$ cat config.mk
export PLATFORM = sky130hd
export DESIGN_NAME = alu_rs_cluster
export DESIGN_NICKNAME = d
export VERILOG_FILES = /design/src/rtl/alu_rs_cluster.sv
export SDC_FILE = /design/constraint.sdc
export NUM_CORES = 1
export LEC_CHECK = 0
export ABC_AREA = 1
export CAP_MARGIN = 0
export CORE_ASPECT_RATIO = 0.6
export CORE_MARGIN = 2
export CORE_UTILIZATION = 55
export CTS_BUF_LIST = sky130_fd_sc_hd__clkbuf_4
export DETAILED_ROUTE_END_ITERATION = 8
export PLACE_DENSITY_LB_ADDON = 0.05
export SLEW_MARGIN = 20
export SYNTH_ARGS = -nofsm -noshare
export SYNTH_HDL_FRONTEND = slang
export SYNTH_SLANG_ARGS = --single-unit
$ cat constraint.sdc
create_clock -name clock -period 9.3 [get_ports clock]
set_input_delay 1.86 -clock clock [delete_from_list [all_inputs] [get_ports clock]]
set_output_delay 1.86 -clock clock [all_outputs]
set_load 0.005 [all_outputs]
$ cat src/rtl/alu_rs_cluster.sv
// NUM_RS tagged reservation stations sharing one LAT-stage pipelined ALU; each RS holds its result
// until granted the CDB. Define ALU_CMP_EN to enable opcodes 010/011 (signed/unsigned less-than).
module alu_rs_cluster #(
  parameter int unsigned DATA_W   = 32,
  parameter int unsigned NUM_RS   = 4,
  parameter int unsigned TAG_W    = 6,
  parameter int unsigned BASE_TAG = 1,
  parameter int unsigned LAT      = 2
) (
  input  logic              clock,
  input  logic              reset_n,
  input  logic              issue,
  input  logic [5:0]        opcode,
  input  logic [DATA_W-1:0] A,
  input  logic [DATA_W-1:0] B,
  input  logic              A_invalid,
  input  logic              B_invalid,
  input  logic              snoop_valid,
  input  logic [TAG_W-1:0]  snoop_tag,
  input  logic [DATA_W-1:0] snoop_data,
  input  logic              CDB_xmit,
  output logic [DATA_W-1:0] CDB_data,
  output logic [TAG_W-1:0]  CDB_source,
  output logic              CDB_write,
  output logic              CDB_rts,
  output logic              available,
  output logic [TAG_W-1:0]  RS_available,
  output logic [TAG_W-1:0]  issued,
  output logic [TAG_W-1:0]  RS_executing,
  output logic              error
);

  localparam int unsigned IDX_W = $clog2(NUM_RS);
  localparam int unsigned AGE_W = $clog2(NUM_RS) + 1;

  typedef enum logic [2:0] {StFree, StWait, StReady, StExec, StDone} rs_state_e;

  rs_state_e         st_q     [NUM_RS];
  logic [2:0]        op_q     [NUM_RS];
  logic [DATA_W-1:0] a_q      [NUM_RS];
  logic [DATA_W-1:0] b_q      [NUM_RS];
  logic [DATA_W-1:0] res_q    [NUM_RS];
  logic [TAG_W-1:0]  a_tag_q  [NUM_RS];
  logic [TAG_W-1:0]  b_tag_q  [NUM_RS];
  logic              a_vld_q  [NUM_RS];
  logic              b_vld_q  [NUM_RS];
  logic [AGE_W-1:0]  age_q    [NUM_RS];

  logic              pipe_vld_q [LAT];
  logic [IDX_W-1:0]  pipe_idx_q [LAT];
  logic [DATA_W-1:0] pipe_res_q [LAT];

  logic              free_found, rdy_found, done_found;
  logic [IDX_W-1:0]  free_idx, rdy_idx, done_idx;
  logic [AGE_W-1:0]  rdy_age, done_age, busy_cnt, new_age;
  logic [NUM_RS-1:0] a_hit, b_hit;
  logic              legal_op, issue_ok, byp_a, byp_b, new_a_vld, new_b_vld;
  logic [DATA_W-1:0] new_a, new_b, disp_res;

  function automatic logic [DATA_W-1:0] alu(input logic [2:0] op, input logic [DATA_W-1:0] a,
                                            input logic [DATA_W-1:0] b);
    logic [DATA_W-1:0] r;
    case (op)
      3'b000:  r = a + b;
      3'b001:  r = a - b;
`ifdef ALU_CMP_EN
      3'b010:  r = {{(DATA_W-1){1'b0}}, ($signed(a) < $signed(b))};
      3'b011:  r = {{(DATA_W-1){1'b0}}, (a < b)};
`endif
      3'b100:  r = a | b;
      3'b101:  r = a & b;
      3'b110:  r = ~a;
      3'b111:  r = a ^ b;
      default: r = '0;
    endcase
    return r;
  endfunction

  function automatic logic [TAG_W-1:0] idx_tag(input logic [IDX_W-1:0] idx);
    return TAG_W'(BASE_TAG) + TAG_W'(idx);
  endfunction

  // Ages are compacted on every free, so busy RSs always hold 0..busy_cnt-1; smaller is older.
  always_comb begin
    free_found = 1'b0;
    free_idx   = '0;
    rdy_found  = 1'b0;
    rdy_idx    = '0;
    rdy_age    = '0;
    done_found = 1'b0;
    done_idx   = '0;
    done_age   = '0;
    busy_cnt   = '0;
    a_hit      = '0;
    b_hit      = '0;
    for (int i = 0; i < NUM_RS; i++) begin
      if (st_q[i] == StFree) begin
        if (!free_found) begin
          free_found = 1'b1;
          free_idx   = IDX_W'(i);
        end
      end else begin
        busy_cnt = busy_cnt + AGE_W'(1);
      end
      if (st_q[i] == StReady && (!rdy_found || age_q[i] < rdy_age)) begin
        rdy_found = 1'b1;
        rdy_idx   = IDX_W'(i);
        rdy_age   = age_q[i];
      end
      if (st_q[i] == StDone && (!done_found || age_q[i] < done_age)) begin
        done_found = 1'b1;
        done_idx   = IDX_W'(i);
        done_age   = age_q[i];
      end
      a_hit[i] = snoop_valid && st_q[i] == StWait && !a_vld_q[i] && snoop_tag == a_tag_q[i];
      b_hit[i] = snoop_valid && st_q[i] == StWait && !b_vld_q[i] && snoop_tag == b_tag_q[i];
    end
  end

  always_comb begin
    legal_op = (opcode[5:3] == 3'b000);
`ifndef ALU_CMP_EN
    if (opcode[2:1] == 2'b01) legal_op = 1'b0;
`endif
  end

  assign issue_ok  = issue && free_found && legal_op;
  assign byp_a     = A_invalid && snoop_valid && (snoop_tag == A[TAG_W-1:0]);
  assign byp_b     = B_invalid && snoop_valid && (snoop_tag == B[TAG_W-1:0]);
  assign new_a_vld = !A_invalid || byp_a;
  assign new_b_vld = !B_invalid || byp_b;
  assign new_a     = byp_a ? snoop_data : A;
  assign new_b     = byp_b ? snoop_data : B;
  assign new_age   = busy_cnt - (CDB_write ? AGE_W'(1) : AGE_W'(0));
  assign disp_res  = alu(op_q[rdy_idx], a_q[rdy_idx], b_q[rdy_idx]);

  assign available    = free_found;
  assign RS_available = free_found ? idx_tag(free_idx) : '0;
  assign CDB_rts      = done_found;
  assign CDB_data     = done_found ? res_q[done_idx] : '0;
  assign CDB_source   = done_found ? idx_tag(done_idx) : '0;
  assign CDB_write    = CDB_xmit && done_found;

  always_ff @(posedge clock) begin
    if (!reset_n) begin
      for (int i = 0; i < NUM_RS; i++) begin
        st_q[i]  <= StFree;
        age_q[i] <= '0;
      end
      for (int s = 0; s < LAT; s++) begin
        pipe_vld_q[s] <= 1'b0;
        pipe_idx_q[s] <= '0;
      end
      issued       <= '0;
      error        <= 1'b0;
      RS_executing <= '0;
    end else begin
      issued       <= issue_ok ? RS_available : '0;
      error        <= issue && !issue_ok;
      RS_executing <= rdy_found ? idx_tag(rdy_idx) : '0;

      // The ALU result is computed on entry and simply carried through the remaining stages.
      pipe_vld_q[0] <= rdy_found;
      pipe_idx_q[0] <= rdy_idx;
      pipe_res_q[0] <= disp_res;
      for (int s = 1; s < LAT; s++) begin
        pipe_vld_q[s] <= pipe_vld_q[s-1];
        pipe_idx_q[s] <= pipe_idx_q[s-1];
        pipe_res_q[s] <= pipe_res_q[s-1];
      end

      for (int i = 0; i < NUM_RS; i++) begin
        if (CDB_write && st_q[i] != StFree && age_q[i] > done_age) begin
          age_q[i] <= age_q[i] - AGE_W'(1);
        end
        unique case (st_q[i])
          StFree: begin
            if (issue_ok && free_idx == IDX_W'(i)) begin
              st_q[i]    <= (new_a_vld && new_b_vld) ? StReady : StWait;
              op_q[i]    <= opcode[2:0];
              a_q[i]     <= new_a;
              b_q[i]     <= new_b;
              a_tag_q[i] <= A[TAG_W-1:0];
              b_tag_q[i] <= B[TAG_W-1:0];
              a_vld_q[i] <= new_a_vld;
              b_vld_q[i] <= new_b_vld;
              age_q[i]   <= new_age;
            end
          end
          StWait: begin
            if (a_hit[i]) begin
              a_q[i]     <= snoop_data;
              a_vld_q[i] <= 1'b1;
            end
            if (b_hit[i]) begin
              b_q[i]     <= snoop_data;
              b_vld_q[i] <= 1'b1;
            end
            if ((a_vld_q[i] || a_hit[i]) && (b_vld_q[i] || b_hit[i])) st_q[i] <= StReady;
          end
          StReady: begin
            if (rdy_found && rdy_idx == IDX_W'(i)) st_q[i] <= StExec;
          end
          StExec: begin
            if (pipe_vld_q[LAT-1] && pipe_idx_q[LAT-1] == IDX_W'(i)) begin
              res_q[i] <= pipe_res_q[LAT-1];
              st_q[i]  <= StDone;
            end
          end
          StDone: begin
            if (CDB_write && done_idx == IDX_W'(i)) st_q[i] <= StFree;
          end
          default: st_q[i] <= StFree;
        endcase
      end
    end
  end

endmodule
==> results by group <==
Route
  • Routed wire length: 93,220 um
  • Via count: 25,390
  • DR iter-0 viols: 2,594
  • Pre-Repair DR Iteration Count: 8
  • Post-route DRC: 0
  • Via/cell ratio: 5.751
  • Final antenna-violating net count: 0
  • Mean routed wirelength per cell: 21.12 um

Power
  • Internal: 4.411 mW
  • Power Dens Cells: 186.7 nW/um2
  • Sw Pwr: 2.091 mW
  • Logic gate share of total power: 0.239
  • Static leakage power: 14.52 nW
  • Peak VDD IR: 0.1447 mV
  • Switching Fraction: 0.3216
  • Clock share of power: 0.311
  • Reg power frac: 0.450
  • Total Power: 6.502 mW

Floorplan
  • Die Y: 187.7 um
  • Rows: 67
  • Die X: 310.1 um
  • Ports: 175
  • Area of the die: 58,190 um2
  • Starting Density: 0.5555
  • Placeable Area: 55,660 um2

Yosys
  • Post-synthesis sequential area ratio: 0.5322
  • Post-Syn Instances: 3,383
  • Synth Flop Type: edfxtp_1
  • Yosys cell types: 57
  • Yosys warning count: 0
  • Post-synthesis async set-or-reset flop share: 0
  • Post-Syn Area: 30,920 um2
  • Post-synth EDFFs: 538
  • Average size of a mapped cell: 9.139 um2
  • Synth Register Bits: 553

CTS
  • Clk sinks: 553
  • TritonCTS clock tree: yes
  • Post-CTS sizing: 0
  • Post-CTS Setup Bufs: 0
  • Root buffer cell: clkbuf_4
  • Htree depth: 4
  • Post-CTS Hold Buffers: 0
  • TritonCTS Buffers: 135
  • Clock Path Buffers: 3
  • Worst-skew pair later-pin latency: 930 ps
  • Worst-path clk slew: 80 ps

Timing
  • Fin worst setup slack: 699.9 ps
  • TNS Setup: 0 ps
  • RSZ-0062 raised after global routing: no
  • Worst slew pin tran: 1085 ps
  • Period utilization: 0.9247
  • Final Hold Fails: 0
  • Final hold slack: 406.4 ps
  • Post-layout min period: 8600 ps
  • Fmax: 116.3 MHz
  • Slew Viols, Final: 0
  • Slew HR: 0.2750
  • Post-Route Skew: 76.10 ps
  • Final setup viols: 0

Worst setup path
  • Slowest-stage cell, CP: clkinv_1
  • Most frequent CP cell: nand2_1
  • Crit path launch type: register
  • Top Family by Delay on Critical Path: adder cells
  • Critical path peak fanout: 27
  • Max incr delay on CP: 830 ps
  • Crit path capture type: output pin
  • WS Path Type: register to output pin
  • Critical Path AT: 6740 ps
  • Buf+Inv Stages, Crit Path: 5
  • CP required: 7440 ps

Final layout
  • Fill cells: 4,756
  • Area Growth Syn to Fin: 12.62%
  • NumNets Final: 3,813
  • Share of layout cells above drive strength 1: 0.1106

Placement
  • Hpwl dp: 63,240 um
  • Global placer's final weighted congestion: 0.9592
  • Pre-CTS WS: 576.7 ps
  • Input/output buffers: 162

Global routing
  • Number of global-route vias before repair: 24,290
  • First-pass GRT wire length: 142,000 um
  • GRT Util Overall: 0.3234
  • Initial antenna violation count: 3
  • Grt total ovfl: 0
  • Pin count of the biggest net entering global routing: 77

Status
  • Status: complete, no violations

Run
  • Max cap viols: 0

Min path
  • Min-delay worst type: register to register
layer usage:
metal  wire [um]  vias to the layer above  global-route usage  share of wire
met2       40930                     1222              0.4923           0.44
met5          11                        -                   0        0.00012
li1            -                    12070                   -              -
met3        8902                      168             0.06442          0.095
met1       40230                    11930              0.4591           0.43
met4        3159                        2              0.1219          0.034
flip-flops by register name, summed over array words and instances (netlist names), 12 cells and up:
register,cells
a_q,128
a_tag_q,24
age_q,12
b_q,128
b_tag_q,24
op_q,12
pipe_res_q,64
res_q,128
st_q,12
layout make-up:
class	instances	area, um2	area share
antenna	2	5.005	0.0001437
sequential	553	16460	0.4726
timing repair buffer	210	1999	0.05742
multi-input combinational	2316	12450	0.3576
inverter	342	1286	0.03694
tap	759	949.7	0.02727
clock inverter	37	201.4	0.005785
clock buffer	196	1471	0.04226
power by group through the flow:
stage	clock [mW]	combinational [mW]	sequential, mW
after floorplan	0	1.00	2.95
after global placement	0	1.49	2.97
after detailed placement	0	1.52	2.98
after CTS	2.05	1.53	2.92
after global routing	2.18	1.73	2.93
final	2.02	1.55	2.92
logic make-up after synthesis:
family / count (synthesis) / synth area share
flip-flops: 553 / 0.5322
multiplexers: 1 / 0.0003238
buffers and inverters: 525 / 0.06952
other: 1 / 0.0001213
adder cells (fa/ha/maj): 140 / 0.05690
AO/OA/AOI/OAI: 832 / 0.1505
AND/OR/NAND/NOR: 1269 / 0.1728
XOR/XNOR: 62 / 0.01756
path summary, 6_finish.rpt:
path	cells past startpoint	to	slack [ps]	startpoint
worst min register to register	2	pipe_vld_q[0][1]	410	pipe_vld_q[0][0]
worst min-delay path	2	pipe_vld_q[0][1]	410	pipe_vld_q[0][0]
worst max-delay path	29	CDB_source[1]	700	st_q[0][1]
worst max register to register	54	pipe_res_q[0][31]	790	st_q[0][2]
placed cells by master, fill, tap and decap left out, types with 30 or more instances in the layout:
master	netlist	routed
nand2_1	743	737
nor2_1	238	235
inv_1	298	297
inv_2	41	45
clkbuf_4	0	196
clkdlybuf4s50_1	0	161
nand3_1	148	144
clkinv_1	3	30
edfxtp_1	538	538
a21oi_1	122	121
o21ai_0	499	496
ha_1	139	139
buf_4	15	46
xor2_1	47	47
o22ai_1	41	41
o21bai_1	33	33
cells in the mapped netlist (9+ instances only):
| library cell | n | area (um2) |
|---|---|---|
| nand2_1 | 743 | 2789 |
| edfxtp_1 | 538 | 16160 |
| o21ai_0 | 499 | 2497 |
| inv_1 | 298 | 1119 |
| nor2_1 | 238 | 893.4 |
| nand3_1 | 148 | 740.7 |
| ha_1 | 139 | 1739 |
| a21oi_1 | 122 | 610.6 |
| clkbuf_1 | 111 | 416.7 |
| xor2_1 | 47 | 411.6 |
| inv_2 | 41 | 153.9 |
| o22ai_1 | 41 | 256.5 |
| buf_2 | 37 | 185.2 |
| o21bai_1 | 33 | 247.7 |
| o2111ai_1 | 27 | 236.5 |
| nand4_1 | 26 | 162.7 |
| o21ai_1 | 25 | 125.1 |
| nand2_2 | 24 | 150.1 |
| a21oi_2 | 22 | 192.7 |
| or2_2 | 19 | 118.9 |
| nor3_1 | 17 | 85.08 |
| buf_4 | 15 | 112.6 |
| dfxtp_1 | 15 | 300.3 |
| nand3b_1 | 15 | 112.6 |
| xnor2_1 | 15 | 131.4 |
| nor4_1 | 14 | 87.58 |
| a22oi_1 | 13 | 97.59 |
| a211oi_1 | 10 | 75.07 |
| buf_1 | 10 | 37.54 |
| nor2_2 | 10 | 62.56 |
| o211ai_1 | 9 | 67.56 |
worst register-to-register path: cells and delay by family (launching register included):
| family | cells | cell delay (ps) |
|---|---|---|
| adder cells (fa/ha/maj) | 5 | 1560 |
| flip-flops | 1 | 430 |
| AND/OR/NAND/NOR | 32 | 3140 |
| buffers and inverters | 5 | 390 |
| AO/OA/AOI/OAI | 11 | 2610 |
| XOR/XNOR | 1 | 140 |
stage by stage:
step                instances  cell area (um2)    util
floorplan                3394            30960       -
global placement         4180            33120  0.5950
detailed placement       4180            33120  0.5950
CTS                      4413            34790  0.6250
global route             4415            34820  0.6255
finish                   4415            34820  0.6255
Note: power is estimated with default switching activity, not from simulation.
